### config.mk
export PLATFORM = sky130hd
export DESIGN_NAME = pixel_raster_gen_flat
export DESIGN_NICKNAME = d
export VERILOG_FILES = /design/src/rtl/pixel_raster_gen_pkg.sv /design/src/rtl/pixel_raster_gen_if.sv /design/src/rtl/pixel_raster_gen_raster_counter.sv /design/src/rtl/pixel_raster_gen.sv /design/src/flat_wrapper.sv
export SDC_FILE = /design/constraint.sdc
export NUM_CORES = 1
export LEC_CHECK = 0
export ABC_CLOCK_PERIOD_IN_PS = 2900
export BUFFER_PORTS_ARGS = -buffer_cell sky130_fd_sc_hd__buf_4
export CORE_MARGIN = 4
export CORE_UTILIZATION = 40
export CTS_CLUSTER_SIZE = 40
export DETAILED_ROUTE_END_ITERATION = 7
export HOLD_SLACK_MARGIN = 0.1
export MAX_ROUTING_LAYER = met4
export SLEW_MARGIN = 40
export SYNTH_ARGS = -nofsm -noshare
export SYNTH_HDL_FRONTEND = slang
export SYNTH_SLANG_ARGS = --single-unit
export TNS_END_PERCENT = 20
### constraint.sdc
create_clock -name iClk -period 2.9 [get_ports iClk]
set_clock_uncertainty 0.2 [all_clocks]
set_input_delay 0.145 -clock iClk [delete_from_list [all_inputs] [get_ports iClk]]
set_output_delay 0.145 -clock iClk [all_outputs]
set_load 0.03 [all_outputs]
### src/rtl/pixel_raster_gen_pkg.sv
// Shared raster types and geometry for the pixel sequencer and the line-buffer stage.
// Holds the FSM encoding, a width helper and the default frame size.
package pixel_raster_gen_pkg;

   typedef enum logic [1:0] {
      IDLE   = 2'd0,
      ACTIVE = 2'd1,
      HBLANK = 2'd2,
      VBLANK = 2'd3
   } rasterState_t;

   localparam int DEF_IMG_W = 8;
   localparam int DEF_IMG_H = 4;

   // Ceiling log2, floored at 1 so that a degenerate range still yields a usable vector width.
   function automatic int clog2(input int value);
      int res;
      int v;
      res = 0;
      v   = value - 1;
      while (v > 0) begin
         res = res + 1;
         v   = v >> 1;
      end
      return (res < 1) ? 1 : res;
   endfunction

endpackage

### src/rtl/pixel_raster_gen_if.sv
// Raster output bus: enable/start requests in, pixel position and frame markers out.
// The generator drives through the master modport; the line-buffer side uses slave.
interface pixel_raster_gen_if #(
   parameter int COL_W  = 3,
   parameter int ROW_W  = 2,
   parameter int ADDR_W = 5
);
   logic              iEnable;
   logic              iStart;
   logic              oValid;
   logic [ADDR_W-1:0] oAddr;
   logic [COL_W-1:0]  oCol;
   logic [ROW_W-1:0]  oRow;
   logic              oSof;
   logic              oEol;
   logic              oEof;
   logic              oBusy;

   modport master (
      input  iEnable, iStart,
      output oValid, oAddr, oCol, oRow, oSof, oEol, oEof, oBusy
   );

   modport slave (
      output iEnable, iStart,
      input  oValid, oAddr, oCol, oRow, oSof, oEol, oEof, oBusy
   );
endinterface

### src/rtl/pixel_raster_gen_raster_counter.sv
// Row-major col/row/addr counters with last-column/last-row flags; steps one position per iAdvance.
// Latency: one clock from iAdvance to new position; iClear has priority and returns to (0,0).
module raster_counter #(
   parameter int IMG_W  = 8,
   parameter int IMG_H  = 4,
   parameter int COL_W  = 3,
   parameter int ROW_W  = 2,
   parameter int ADDR_W = 5
) (
   input  logic              iClk,
   input  logic              iRst,
   input  logic              iClear,
   input  logic              iAdvance,
   output logic [COL_W-1:0]  col,
   output logic [ROW_W-1:0]  row,
   output logic [ADDR_W-1:0] addr,
   output logic              lastCol,
   output logic              lastRow
);
   localparam logic [COL_W-1:0] COL_LAST = COL_W'(IMG_W - 1);
   localparam logic [ROW_W-1:0] ROW_LAST = ROW_W'(IMG_H - 1);

   assign lastCol = (col == COL_LAST);
   assign lastRow = (row == ROW_LAST);

   // addr tracks row*IMG_W+col incrementally and wraps to 0 after the final pixel.
   always_ff @(posedge iClk or negedge iRst) begin
      if (!iRst) begin
         col  <= '0;
         row  <= '0;
         addr <= '0;
      end else if (iClear) begin
         col  <= '0;
         row  <= '0;
         addr <= '0;
      end else if (iAdvance) begin
         if (lastCol) begin
            col <= '0;
            if (lastRow) begin
               row  <= '0;
               addr <= '0;
            end else begin
               row  <= row + 1'b1;
               addr <= addr + 1'b1;
            end
         end else begin
            col  <= col + 1'b1;
            addr <= addr + 1'b1;
         end
      end
   end
endmodule

### src/rtl/pixel_raster_gen.sv
// Raster sequencer: one pixel position per enable tick with H/V blanking; outputs one clock after the enable edge.
// No backpressure: iEnable paces everything, iEnable=0 freezes state, iStart is taken only in IDLE.
module pixel_raster_gen
   import pixel_raster_gen_pkg::*;
#(
   parameter int IMG_W      = DEF_IMG_W,
   parameter int IMG_H      = DEF_IMG_H,
   parameter int H_BLANK    = 2,
   parameter int V_BLANK    = 3,
   parameter int CONTINUOUS = 0
) (
   input logic iClk,
   input logic iRst,
   pixel_raster_gen_if.master bus
);
   localparam int COL_W  = clog2(IMG_W);
   localparam int ROW_W  = clog2(IMG_H);
   localparam int ADDR_W = clog2(IMG_W * IMG_H);
   localparam int BLK_W  = clog2(((H_BLANK > V_BLANK) ? H_BLANK : V_BLANK) + 1);

   localparam logic [BLK_W-1:0] H_LOAD  = BLK_W'(H_BLANK);
   localparam logic [BLK_W-1:0] V_LOAD  = BLK_W'(V_BLANK);
   localparam logic [BLK_W-1:0] BLK_ONE = BLK_W'(1);

   rasterState_t      state, stateNext;
   logic [BLK_W-1:0]  blankCnt, blankNext;
   logic              advance, clear, present;
   logic [COL_W-1:0]  col;
   logic [ROW_W-1:0]  row;
   logic [ADDR_W-1:0] addr;
   logic              lastCol, lastRow;

   logic              validQ, sofQ, eolQ, eofQ, busyQ;
   logic [ADDR_W-1:0] addrQ;
   logic [COL_W-1:0]  colQ;
   logic [ROW_W-1:0]  rowQ;

   raster_counter #(
      .IMG_W(IMG_W), .IMG_H(IMG_H), .COL_W(COL_W), .ROW_W(ROW_W), .ADDR_W(ADDR_W)
   ) uCounter (
      .iClk(iClk), .iRst(iRst), .iClear(clear), .iAdvance(advance),
      .col(col), .row(row), .addr(addr), .lastCol(lastCol), .lastRow(lastRow)
   );

   always_ff @(posedge iClk or negedge iRst) begin
      if (!iRst) begin
         state    <= IDLE;
         blankCnt <= '0;
      end else begin
         state    <= stateNext;
         blankCnt <= blankNext;
      end
   end

   always_comb begin
      stateNext = state;
      blankNext = blankCnt;
      advance   = 1'b0;
      clear     = 1'b0;
      present   = 1'b0;
      case (state)
         IDLE: begin
            if (bus.iStart) begin
               stateNext = ACTIVE;
               clear     = 1'b1;
            end
         end
         ACTIVE: begin
            if (bus.iEnable) begin
               present = 1'b1;
               advance = 1'b1;
               if (lastCol && lastRow) begin
                  if (V_BLANK > 0) begin
                     stateNext = VBLANK;
                     blankNext = V_LOAD;
                  end else begin
                     stateNext = (CONTINUOUS != 0) ? ACTIVE : IDLE;
                  end
               end else if (lastCol && (H_BLANK > 0)) begin
                  stateNext = HBLANK;
                  blankNext = H_LOAD;
               end
            end
         end
         HBLANK: begin
            if (bus.iEnable) begin
               blankNext = blankCnt - 1'b1;
               if (blankCnt == BLK_ONE) stateNext = ACTIVE;
            end
         end
         VBLANK: begin
            if (bus.iEnable) begin
               blankNext = blankCnt - 1'b1;
               if (blankCnt == BLK_ONE) begin
                  stateNext = (CONTINUOUS != 0) ? ACTIVE : IDLE;
                  clear     = 1'b1;
               end
            end
         end
         default: stateNext = IDLE;
      endcase
   end

   // Markers pulse for one clock; position holds its last presented value between pulses.
   always_ff @(posedge iClk or negedge iRst) begin
      if (!iRst) begin
         validQ <= 1'b0;
         sofQ   <= 1'b0;
         eolQ   <= 1'b0;
         eofQ   <= 1'b0;
         busyQ  <= 1'b0;
         addrQ  <= '0;
         colQ   <= '0;
         rowQ   <= '0;
      end else begin
         validQ <= present;
         sofQ   <= present && (col == '0) && (row == '0);
         eolQ   <= present && lastCol;
         eofQ   <= present && lastCol && lastRow;
         busyQ  <= (stateNext != IDLE);
         if (present) begin
            addrQ <= addr;
            colQ  <= col;
            rowQ  <= row;
         end
      end
   end

   assign bus.oValid = validQ;
   assign bus.oAddr  = addrQ;
   assign bus.oCol   = colQ;
   assign bus.oRow   = rowQ;
   assign bus.oSof   = sofQ;
   assign bus.oEol   = eolQ;
   assign bus.oEof   = eofQ;
   assign bus.oBusy  = busyQ;
endmodule

### src/flat_wrapper.sv
// flat-port wrapper written by rule: the top's interface ports become plain ports
module pixel_raster_gen_flat import pixel_raster_gen_pkg::*;
#(
   parameter int IMG_W      = DEF_IMG_W,
   parameter int IMG_H      = DEF_IMG_H,
   parameter int H_BLANK    = 2,
   parameter int V_BLANK    = 3,
   parameter int CONTINUOUS = 0
)
  (iClk, iRst, bus_iEnable, bus_iStart, bus_oValid, bus_oAddr, bus_oCol, bus_oRow, bus_oSof, bus_oEol, bus_oEof, bus_oBusy);
  pixel_raster_gen_if #(.COL_W(3), .ROW_W(2), .ADDR_W(5)) bus_i ();
  input logic iClk;
  input logic iRst;
  input wire logic [$bits(bus_i.iEnable)-1:0] bus_iEnable;
  input wire logic [$bits(bus_i.iStart)-1:0] bus_iStart;
  output wire logic [$bits(bus_i.oValid)-1:0] bus_oValid;
  output wire logic [$bits(bus_i.oAddr)-1:0] bus_oAddr;
  output wire logic [$bits(bus_i.oCol)-1:0] bus_oCol;
  output wire logic [$bits(bus_i.oRow)-1:0] bus_oRow;
  output wire logic [$bits(bus_i.oSof)-1:0] bus_oSof;
  output wire logic [$bits(bus_i.oEol)-1:0] bus_oEol;
  output wire logic [$bits(bus_i.oEof)-1:0] bus_oEof;
  output wire logic [$bits(bus_i.oBusy)-1:0] bus_oBusy;
  assign bus_i.iEnable = bus_iEnable;
  assign bus_i.iStart = bus_iStart;
  assign bus_oValid = bus_i.oValid;
  assign bus_oAddr = bus_i.oAddr;
  assign bus_oCol = bus_i.oCol;
  assign bus_oRow = bus_i.oRow;
  assign bus_oSof = bus_i.oSof;
  assign bus_oEol = bus_i.oEol;
  assign bus_oEof = bus_i.oEof;
  assign bus_oBusy = bus_i.oBusy;
  pixel_raster_gen #(.IMG_W(IMG_W), .IMG_H(IMG_H), .H_BLANK(H_BLANK), .V_BLANK(V_BLANK), .CONTINUOUS(CONTINUOUS)) u_core (.iClk(iClk), .iRst(iRst), .bus(bus_i));
endmodule
==> out/results.ini <==
[cts]
cts_made_buffers=5
cts_num_sinks=29
htree_num_levels=2
clkLatencyLatePin_ps=340
cts_tree=done
ctsResizeCount=0
clock_path_buffers=2
root_buffer=clkbuf_4
cts.clk_slew.worst_paths_ps=100

[routing]
drtIter0Drc=79
drt-vias-per-instance=4.93
drt_first_pass_iters=4
drc=0
via_count=1099
postRouteAntennaNets=0
drt-total-wl_um=2820
wl_per_cell_um=12.7

[setup_path]
critPathKind=reg2reg
arrival_ps=2360
r2r_cells=7
cp_cell_sequence=inv_1 > ha_1 > nand2_2 > clkinv_2 > nand2_1 > or3_1 > a21oi_1
max_stage_delay_ps=440
crit_fanout=27
start_kind=register
worstPathRequired_ps=2960
critPathSlowestCell=dfrtp_1
worstSetupEndpointType=register

[yosys]
synth-edff-count=0
ys_top_cells_by_area=dfrtp_1, ha_1, nand2_1
synth_top_area_share_pct=50.7
postSynthCellCount=150
synth_cell_type_count=30
yosys.area.top_type=dfrtp_1
synth_top_family_by_area=simple AND/OR/NAND/NOR gates
yosys_register_bits=29
ys_seq_area_share_pct=50.7
synth_compound_area_share_pct=12.0
synthTopCellsByCount=nand2_1, dfrtp_1, ha_1, a21oi_1, nor2_1
avgSynthCellArea_um2=9.54
postSynth.asyncResetShare_pct=100
yosys.area_share.xor_xnor_pct=0
yosysMostFrequentCell=nand2_1
ys.flop_type=dfrtp_1
synth_adder_area_share_pct=11.4
yosysWarnings=0
synthesis.nets=167
syn_area_um2=1430
yosys.area_share.simple_pct=18.9
synthMuxAreaShare_pct=2.88

[die]
die_x_um=67.8
io_pins=19
fp.dieArea_um2=4600
start_util_pct=42.2
num_rows=21
chipHeight_um=67.8
core_um2=3390

[timing]
timing.final.crit_period_ps=2300
fmax_ghz=0.436
setup_tns_ps=0
fin_crit_sh_pct=79.1
slew_violations=0
rsz0062_at_grt=false
slew_headroom_pct=50.8
setup_violations=0
hold_viol_final=0
tightest_slew_ps=736

[layout]
areaGrowthSynthToFinish_pct=23.3
fillCellCount=308
drive_gt1_share_pct=18.6
antennaDiodeCount=0
nNetsFinal=193
fin_cells=223

[power]
power_density_nw_per_um2=942
p_leak_uw=0.000887
ir_worst_vdd_mv=0.571

[placed_design]
dp.cells=210
gp_congestion=0.896
dp_hpwl_um=1940
placement.io_buffers=18

[outcome]
status=complete, no violations

[grt]
grt_pass1_wl_um=4660
grt_remaining_overflow=0
grt_pass1_vias=1062
grtUsageTotal_pct=14.5
antenna_found_initial=0
grt_max_degree=30

[job]
cap_violations=0

[hold_path]
hold_depth=2
hold_class=reg2reg

-- through the flow --
| step | total power (uW) | hold WS (ps) | worst slack, ps | utilization, % | area (um2) |
|---|---|---|---|---|---|
| 5_1_grt | 1770 | 313 | 447 | 52.1 | 1770 |
| 3_3_place_gp | 1230 | -110 | 723 | 47.3 | 1600 |
| 3_5_place_dp | 1250 | -109 | 599 | 47.3 | 1600 |
| 2_1_floorplan | 1050 | -351 | 1030 | - | 1430 |
| 6_report | 1660 | 289 | 605 | 52.1 | 1770 |
| 4_1_cts | 1680 | 293 | 593 | 52.1 | 1770 |
-- kinds of logic (layout without fill, tap and decap cells) --
kind of cell | count (synthesis) | after routing
and+or+nand+nor | 63 | 63
DFF | 29 | 29
adders and majority gates | 13 | 13
muxes | 4 | 4
AOI/OAI and AO/OA | 27 | 27
buffers and inverters | 14 | 41
-- worst max-delay path: cells and delay by family (launching register included) --
family / cells / cell delay (ps)
fa+ha+maj: 1 / 280
flops: 1 / 440
compound gates: 1 / 130
simple gates: 3 / 750
buf+inv: 2 / 410
-- power by group --
| part | leakage [uW] | internal, uW | switching, uW |
|---|---|---|---|
| sequential | 0.000380 | 527 | 97.5 |
| combinational | 0.000452 | 234 | 387 |
| clock | 0.0000552 | 267 | 152 |
| total | 0.000887 | 1030 | 636 |
-- area by class of cell --
| cell class | instances | area [um2] | share of cell area (%) |
|---|---|---|---|
| sequential | 29 | 726 | 41.1 |
| timing repair buffer | 23 | 195 | 11.1 |
| clock inverter | 3 | 65.1 | 3.69 |
| multi-input combinational | 107 | 646 | 36.6 |
| inverter | 10 | 38.8 | 2.20 |
| tap | 46 | 57.6 | 3.26 |
| clock buffer | 5 | 37.5 | 2.13 |
-- cell usage in the layout, fill, tap and decap left out --
cell           netlist  layout
a221oi_1             1       1
o2bb2a_2             1       1
inv_1                9       9
bufinv_16            0       2
clkbuf_4             0       5
o311ai_1             1       1
o31ai_1              1       1
and3_1               1       1
nor3_1               2       2
mux2_2               1       1
nand3_1              4       4
a21oi_1             11      11
ha_1                13      13
a21boi_0             1       1
o21ai_0              8       8
or3_1                3       3
dfrtp_1             29      29
nor2_1              11      11
nand2_2              1       1
or2_2                1       1
o32ai_2              1       1
mux2i_1              3       3
and2_1               2       2
clkinv_2             1       2
nand3b_1             1       1
a22oi_1              1       1
buf_4                1      18
nand2b_1             1       1
buf_12               0       1
dlygate4sd3_1        0       4
nand2_1             36      36
a32oi_1              1       1
-- state kept, by name (all words and copies together), names as in the netlist --
signal and flops:
u_core.bus.oBusy 1, u_core.bus.oRow 2, u_core.uCounter.addr 5, u_core.bus.oAddr 5, u_core.state 2, u_core.bus.oValid 1, u_core.bus.oEof 1, u_core.bus.oCol 3
u_core.uCounter.row 2, u_core.uCounter.col 3, u_core.bus.oSof 1, u_core.bus.oEol 1, u_core.blankCnt 2
-- path summary, 6_finish.rpt --
check / startpoint / endpoint / slack [ps]
min in group asynchronous: iRst / u_core.bus.oSof$_DFF_PN0_ / 610
min reg2reg: u_core.bus.oRow[1]$_DFFE_PN0P_ / u_core.bus.oRow[1]$_DFFE_PN0P_ / 290
max: u_core.state[1]$_DFF_PN0_ / u_core.uCounter.row[0]$_DFFE_PN0P_ / 600
min: u_core.bus.oRow[1]$_DFFE_PN0P_ / u_core.bus.oRow[1]$_DFFE_PN0P_ / 290
max reg2reg: u_core.state[1]$_DFF_PN0_ / u_core.uCounter.row[0]$_DFFE_PN0P_ / 600
max in group asynchronous: iRst / u_core.uCounter.addr[2]$_DFFE_PN0P_ / 1730
-- metal layers --
metal / vias to the layer above / part of all wire, % / global-route usage (%)
met5: - / 0 / -
met4: 0 / 2.2 / 8.19
met3: 8 / 4.4 / 4.43
met2: 18 / 48 / 23.7
met1: 520 / 46 / 15.7
li1: 553 / - / -
-- repair_timing --
action / in CTS / in global routing
hold buffers: 5 / 0
hold endpoints to repair: 33 / 0
setup endpoints to repair: 0 / 0
setup buffers: 0 / 0
(Power assumes the default switching activity.)
